--- src/rtl/ifetch_line_buffer.sv ---
// Single-line instruction buffer between the fetch stage and the slow
// instruction memory. It serves words combinationally on a hit and issues
// one start/ready line read on a miss.
module ifetch_line_buffer #(
  parameter int unsigned DATA_SIZE_BYTES = 16,
  parameter int unsigned ADDR_WIDTH      = 32
) (
  input  logic                         clk,
  input  logic                         reset,
  input  logic                         fetch_req,
  input  logic [ADDR_WIDTH-1:0]        fetch_pc,
  input  logic                         invalidate,
  output logic [31:0]                  instr_out,
  output logic                         instr_valid,
  output logic                         busy,
  output logic [31:0]                  miss_count,
  output logic [ADDR_WIDTH-1:0]        imemory_address,
  output logic                         imem_read_start,
  input  logic                         imem_read_rdy,
  input  logic [8*DATA_SIZE_BYTES-1:0] imemory_data
);

  localparam int unsigned OFF    = $clog2(DATA_SIZE_BYTES);
  localparam int unsigned TAG_W  = ADDR_WIDTH - OFF;
  localparam int unsigned IDX_W  = OFF - 2;
  localparam int unsigned LINE_W = 8 * DATA_SIZE_BYTES;

  typedef enum logic [1:0] {
    S_IDLE = 2'd0,
    S_REQ  = 2'd1,
    S_WAIT = 2'd2
  } state_e;

  state_e              state_q, state_d;
  logic [LINE_W-1:0]   line_data_q, line_data_d;
  logic [TAG_W-1:0]    line_tag_q, line_tag_d;
  logic                line_valid_q, line_valid_d;
  logic                drop_q, drop_d;
  logic [ADDR_WIDTH-1:0] addr_q, addr_d;
  logic [31:0]         miss_count_q, miss_count_d;
  logic                start_q, start_d;
  logic                busy_q, busy_d;

  logic [TAG_W-1:0]    pc_tag;
  logic [IDX_W-1:0]    word_idx;
  logic                hit;
  logic                unused_pc_bits;

  // Address decode and combinational hit/serve path.
  always_comb begin
    pc_tag      = fetch_pc[ADDR_WIDTH-1:OFF];
    word_idx    = fetch_pc[OFF-1:2];
    hit         = line_valid_q && (line_tag_q == pc_tag);
    instr_valid = fetch_req && hit && !busy_q;
    instr_out   = line_data_q[{word_idx, 5'b0} +: 32];
  end

  // Byte-offset bits within a word are deliberately ignored.
  assign unused_pc_bits = ^fetch_pc[1:0];

  // Next-state logic for the read FSM and the held line.
  always_comb begin
    state_d      = state_q;
    line_data_d  = line_data_q;
    line_tag_d   = line_tag_q;
    line_valid_d = line_valid_q;
    drop_d       = drop_q;
    addr_d       = addr_q;
    miss_count_d = miss_count_q;

    case (state_q)
      S_IDLE: begin
        if (invalidate) begin
          line_valid_d = 1'b0;
        end
        if (fetch_req && !hit && !invalidate) begin
          state_d = S_REQ;
          addr_d  = {pc_tag, {OFF{1'b0}}};
        end
      end
      S_REQ: begin
        state_d      = S_WAIT;
        miss_count_d = miss_count_q + 32'd1;
        if (invalidate) begin
          drop_d = 1'b1;
        end
      end
      S_WAIT: begin
        if (invalidate) begin
          drop_d = 1'b1;
        end
        if (imem_read_rdy) begin
          // An invalidate in the return cycle also discards the fill.
          if (!drop_q && !invalidate) begin
            line_data_d  = imemory_data;
            line_tag_d   = addr_q[ADDR_WIDTH-1:OFF];
            line_valid_d = 1'b1;
          end
          drop_d  = 1'b0;
          state_d = S_IDLE;
        end
      end
      default: begin
        state_d = S_IDLE;
      end
    endcase

    start_d = (state_d == S_REQ);
    busy_d  = (state_d != S_IDLE);
  end

  // State and line registers.
  always_ff @(posedge clk or negedge reset) begin
    if (!reset) begin
      state_q      <= S_IDLE;
      line_data_q  <= '0;
      line_tag_q   <= '0;
      line_valid_q <= 1'b0;
      drop_q       <= 1'b0;
      addr_q       <= '0;
      miss_count_q <= '0;
      start_q      <= 1'b0;
      busy_q       <= 1'b0;
    end else begin
      state_q      <= state_d;
      line_data_q  <= line_data_d;
      line_tag_q   <= line_tag_d;
      line_valid_q <= line_valid_d;
      drop_q       <= drop_d;
      addr_q       <= addr_d;
      miss_count_q <= miss_count_d;
      start_q      <= start_d;
      busy_q       <= busy_d;
    end
  end

  assign imemory_address = addr_q;
  assign imem_read_start = start_q;
  assign busy            = busy_q;
  assign miss_count      = miss_count_q;

endmodule

--- config.mk ---
export PLATFORM = sky130hd
export DESIGN_NAME = ifetch_line_buffer
export DESIGN_NICKNAME = d
export VERILOG_FILES = /design/src/rtl/ifetch_line_buffer.sv
export SDC_FILE = /design/constraint.sdc
export NUM_CORES = 1
export LEC_CHECK = 0
export CAP_MARGIN = 30
export CELL_PAD_IN_SITES_DETAIL_PLACEMENT = 1
export CELL_PAD_IN_SITES_GLOBAL_PLACEMENT = 2
export CORE_MARGIN = 1.5
export CORE_UTILIZATION = 30
export CTS_BUF_LIST = sky130_fd_sc_hd__clkbuf_16
export DETAILED_ROUTE_END_ITERATION = 7
export PLACE_DENSITY_LB_ADDON = 0.1
export SYNTH_ARGS = -nofsm -noshare
export SYNTH_HDL_FRONTEND = slang
export SYNTH_SLANG_ARGS = --single-unit
--- constraint.sdc ---
create_clock -name clk -period 3.7 [get_ports clk]
set_input_delay 1.11 -clock clk [delete_from_list [all_inputs] [get_ports clk]]
set_output_delay 1.11 -clock clk [all_outputs]
set_load 0.005 [all_outputs]
==> flow_summary.toml, run 1 <==
[yosys]
synth_cell_types = 35
synth.yosys.seq_area_share = 0.5739
synth_edf_count = 0
yosysTopAreaCell = "dfrtp_1"
synth_area_per_cell_sq_um = 15.13
synth_flop_cell = "dfrtp_1"
yosysWarnings = 0
synth_cells = 640
synthDominantCellAreaShare = 0.5739
synth_area_leaders = "dfrtp_1 57%, mux2_2 22%, mux4_2 7.4%"
async_reset_ff_frac = 1.000
syn_area_sq_um = 9681
ys_seq_elements = 222

[cells_and_area]
design_area_sq_um = 13740
final_nets = 1091
areaGrowthSynthToFinish_pct = 41.93
seq_area_sq_um = 5555
utilization = 0.4343
layout-drive-gt1-share = 0.3120
multiInputGateArea_sq_um = 3938
fillers = 3189

[clock_network]
clkSinkCount = 222
ctsHoldBuffers = 0
cts_root_buf = "clkbuf_16"
cts_inserted_buffers = 27
htreeDepth = 1
cts_tree = "built"
worstSkewPairLatency_ps = 520
clockBufferDepth = 3
path_clk_slew_ps = 50

[floorplanning]
coreArea_sq_um = 31640
die-area_sq_um = 33360
ios = 264
die_height_um = 182.6
die_x_um = 182.6
initial_core_util = 0.3060
std_cell_rows = 65

[timing]
fin_crit_sh = 0.9881
final.setup_skew_ps = 10.45
setup_viol = 0
hold_viol_final = 0
tns_ps = 0
slew_violations = 0
whs_ps = 470.0
slew_headroom = 0.4189
tightest_slew_ps = 871.7
fmax_ghz = 0.2735
rsz0062_at_grt = "yes"
post-route-min-period_ps = 3656

[placed_design]
portBuffers = 257
routabilityCongestion = 0.7341
place_area_sq_um = 12860
hpwl_um = 18740

[global_routing]
grt.total_usage = 0.1579
grt-ovfl-total = 0
grt_first_pass_wirelength_um = 41280
first_global_vias = 7351
grt_max_degree = 107
antenna_found_initial = 4

[min_path]
hold_depth = 1
hp-class = "flop to flop"
hold_end = "miss_count[31]"
hold_start = "miss_count[31]"

[detailed_routing]
vias_per_cell = 4.686
num_vias = 6279
drt_iter0_drc = 180
antenna_left = 0
route.detailed.drc = 0
routed_wl_um = 25940
firstDrtPassIters = 3
wire_per_inst_um = 19.36

[setup_path]
cp-end-kind = "output pin"
worstPathRequired_ps = 2590
ff2ff_path_depth = 7
critPathMaxStageDelay_ps = 520
critPathSlowestCell = "mux4_2"
crit_fanout = 14
r2r_start = "state_q[1]"
crit_chain = "clkbuf_4 -> buf_12 -> mux4_2 -> clkdlybuf4s50_1"
arrival_ps = 2550
worst-setup-path-type = "input pin to output pin"
rrSetupSlack_ps = 1360
cp-start-kind = "input pin"
critical_path.startpoint = "fetch_pc[2]"
r2r_end = "miss_count[26]"

[job]
maxCapViolCount = 0

[power]
leakage_uw = 0.005924
vdd_drop_max_v = 0.0003384
power_density_nw_per_um2 = 687.2

[outcome]
status = "completed"
[cell usage after synthesis (all sizes together) (3+ instances only)]
| library cell | count |
|---|---|
| dfrtp | 222 |
| mux2 | 185 |
| xnor2 | 44 |
| mux4 | 32 |
| buf | 28 |
| nand2 | 19 |
| nor2 | 18 |
| nand3 | 16 |
| xor2 | 15 |
| nand4 | 11 |
| inv | 9 |
| and3 | 5 |
| ha | 5 |
| nor4 | 5 |
| a21oi | 4 |
| clkbuf | 4 |
| nor2b | 3 |
| nor3 | 3 |
| o21ai | 3 |
[worst max-delay path, delay by kind of cell]
kind / cells / cell delay (ps)
buf+inv: 3 / 910
mux: 1 / 520
[cells by family (layout without fill, tap and decap cells)]
logic type	Yosys count	after routing	share of synthesized area
muxes	217	217	0.2896
AOI/OAI and AO/OA	12	12	0.007885
xor gates and xnor gates	59	59	0.05338
DFF	222	222	0.5739
buffers and inverters	41	334	0.02262
adders and majority gates	5	5	0.006462
other	1	6	0.0003874
and+or+nand+nor	83	83	0.04575
[final cells by class]
class                   count  share of cell area
flip-flops and latches    222              0.4043
inverters                   9            0.002459
repair buffers            281              0.2095
multi-input cells         380              0.2866
clock buffers              27             0.04918
clock inverters            17             0.01093
diodes                      2           0.0003643
well taps                 402             0.03661
[power breakdown]
part	switching (uW)	internal (uW)	total, uW
logic	881	1980	2860
registers	619	3460	4070
clock network	997	1510	2510
total	2500	6940	9440
[metrics by stage]
stage / power [uW] / worst slack, ps / instances
CTS: 9626 / 3.836 / 1335
global route: 10050 / -20.77 / 1339
finish: 9442 / 43.96 / 1340
global placement: 6818 / -499.1 / 1290
detailed placement: 7021 / -520.2 / 1290
floorplan: 5489 / 424.3 / 643
[per-layer routing]
layer | share of wire | vias up | GRT usage
met5 | 0.0010 | - | 0
met1 | 0.39 | 3224 | 0.1783
met3 | 0.078 | 39 | 0.05428
met2 | 0.51 | 169 | 0.2832
met4 | 0.018 | 4 | 0.04099
li1 | - | 2843 | -
[state kept, by name, indices dropped and copies added (netlist names)]
register / flops
miss_count: 32
imem_read_start: 1
busy: 1
state_q: 2
line_valid_q: 1
imemory_address: 28
drop_q: 1
line_tag_q: 28
line_data_q: 128
[worst max path at each step]
| stage | end | slack, ps | cells after the start |
|---|---|---|---|
| 2_1_floorplan | instr_out[0] | 420 | 3 |
| 3_3_place_gp | instr_valid | -500 | 7 |
| 3_5_place_dp | instr_valid | -520 | 7 |
| 4_1_cts | instr_out[1] | 4 | 4 |
| 5_1_grt | instr_valid | -20 | 7 |
| 6_report | instr_out[21] | 40 | 4 |
[cell usage in the layout (no fill, tap or decap), types with 2 or more instances in the layout]
master	n
nor3_2	3
buf_12	10
diode_2	2
xnor2_1	43
nand2_1	19
dlymetal6s2s_1	2
nand3_1	16
dfrtp_1	222
mux2_2	185
conb_1	4
nor2b_1	3
a21oi_1	4
inv_1	13
buf_4	13
dlygate4sd2_1	11
o21ai_0	3
nor4_1	3
ha_1	5
and3_1	5
clkbuf_16	28
bufinv_16	3
mux4_2	32
buf_2	2
nand4_1	10
nor2_1	17
clkinv_1	4
xor2_1	15
clkdlybuf4s50_1	240
clkinv_2	6
[timing repair]
| item | in CTS | in global routing |
|---|---|---|
| pin swaps | 8 | 6 |
| buffers inserted | 1 | 2 |
| cloned | 0 | 1 |
| endpoints found under the hold margin | 0 | 0 |
| endpoints found under the setup margin | 1 | 7 |
| gates resized for setup | 17 | 4 |
Note: power is estimated with default switching activity, not from simulation.
==> run 2: changes to the inputs <==
- SETUP_SLACK_MARGIN: default -> 0.4
==> run 2 against run 1 <==
Die area unchanged. Sequential share of layout area down 0.39 points. Critical path depth up 3. Critical path type unchanged.
==> flow_summary.toml, run 2 (same netlist as run 1, synthesis figures left out) <==
[outcome]
status = "completed"

[clock_network]
cts_inserted_buffers = 27
cts_root_buf = "clkbuf_16"
ctsHoldBuffers = 0
htreeDepth = 1
path_clk_slew_ps = 50
clkSinkCount = 222
cts_tree = "built"
clockBufferDepth = 3
worstSkewPairLatency_ps = 520

[setup_path]
r2r_start = "state_q[1]"
r2r_end = "miss_count[26]"
rrSetupSlack_ps = 1350
ff2ff_path_depth = 7
worst-setup-path-type = "input pin to output pin"
cp-start-kind = "input pin"
crit_fanout = 2
cp-end-kind = "output pin"
worstPathRequired_ps = 2590
arrival_ps = 2280

[timing]
fin_crit_sh = 0.9163
setup_viol = 0
tightest_slew_ps = 866.1
final.setup_skew_ps = 9.650
fmax_ghz = 0.2950
tns_ps = 0
slew_violations = 0
post-route-min-period_ps = 3390
hold_viol_final = 0
slew_headroom = 0.4226
rsz0062_at_grt = "yes"

[placed_design]
routabilityCongestion = 0.7341
portBuffers = 257
place_area_sq_um = 12860
dp_cells = 1290
hpwl_um = 18740

[detailed_routing]
wire_per_inst_um = 19.48
routed_wl_um = 26250
route.detailed.drc = 0
antenna_left = 0
firstDrtPassIters = 3
vias_per_cell = 4.693
drt_iter0_drc = 164
num_vias = 6322

[global_routing]
grt.total_usage = 0.1601
grt-ovfl-total = 0
antenna_found_initial = 3
grt_max_degree = 107
first_global_vias = 7391
grt_first_pass_wirelength_um = 41750

[min_path]
hold_end = "miss_count[31]"
hp-class = "flop to flop"
hold_start = "miss_count[31]"
hold_depth = 1

[cells_and_area]
layout-drive-gt1-share = 0.3521
areaGrowthSynthToFinish_pct = 43.32
design_area_sq_um = 13870
utilization = 0.4386
seq_area_sq_um = 5555
fillers = 3188
final_nets = 1098
largest_reg_flops = 128
largest-register = "line_data_q"
multiInputGateArea_sq_um = 4024
layout_commonest_cell = "dfrtp_1"
finalNonFillerCells = 1347
layout_common_cells = "222 x dfrtp_1, 193 x clkdlybuf4s50_1, 185 x mux2_2"

[floorplanning]
die-area_sq_um = 33360
ios = 264
coreArea_sq_um = 31640
die_height_um = 182.6
initial_core_util = 0.3060
std_cell_rows = 65
die_x_um = 182.6

[power]
leakage_uw = 0.006077
vdd_drop_max_v = 0.0003394
power_density_nw_per_um2 = 676.2

[job]
maxCapViolCount = 0
run 2: timing repair:
item,in CTS,in global routing
pin swaps,29,23
buffers inserted,7,2
setup endpoints to repair,33,17
resized for setup,132,50
gates cloned,2,0
run 2: report_power, final:
part           internal, uW  switching [uW]  leakage, uW
combinational          1890             894      0.00280
sequential             3460             632      0.00285
clock                  1510             995     0.000426
run 2: stage by stage:
| stage | power (uW) | worst slack (ps) | hold WS [ps] |
|---|---|---|---|
| 6_report | 9381 | 309.6 | 470.0 |
| 5_1_grt | 9984 | 233.6 | 482.4 |
| 4_1_cts | 9522 | 211.9 | 475.7 |
| 3_5_place_dp | 7021 | -520.2 | 464.6 |
| 3_3_place_gp | 6818 | -499.1 | 461.9 |
| 2_1_floorplan | 5489 | 424.3 | 459.4 |
run 2: routing by layer:
metal | track usage | vias up | wire length [um]
li1 | - | 2861 | -
met1 | 0.1819 | 3249 | 10140
met2 | 0.2879 | 173 | 13580
met3 | 0.05508 | 37 | 2072
met4 | 0.03736 | 2 | 439
met5 | 0 | - | 13
run 2: worst max path at each step:
stage,startpoint,to,slack [ps]
5_1_grt,fetch_pc[14],instr_valid,230
2_1_floorplan,fetch_pc[2],instr_out[0],420
6_report,fetch_pc[8],instr_valid,310
3_5_place_dp,fetch_pc[19],instr_valid,-520
4_1_cts,fetch_pc[23],instr_valid,210
3_3_place_gp,fetch_pc[19],instr_valid,-500
run 2: area by class of cell:
type / instances / share of cell area
multi-input combinational: 380 / 0.2900
sequential: 222 / 0.4004
clock buffer: 27 / 0.04870
antenna: 2 / 0.0003607
inverter: 9 / 0.002435
tap: 402 / 0.03625
timing repair buffer: 288 / 0.2110
clock inverter: 17 / 0.01082
run 2: worst max-delay path, stage by stage:
cell	delay, ps
buf_6	100
xnor2_2	150
nand4_1	230
nor4_4	310
nand3_2	100
nor3_2	120
buf_2	150
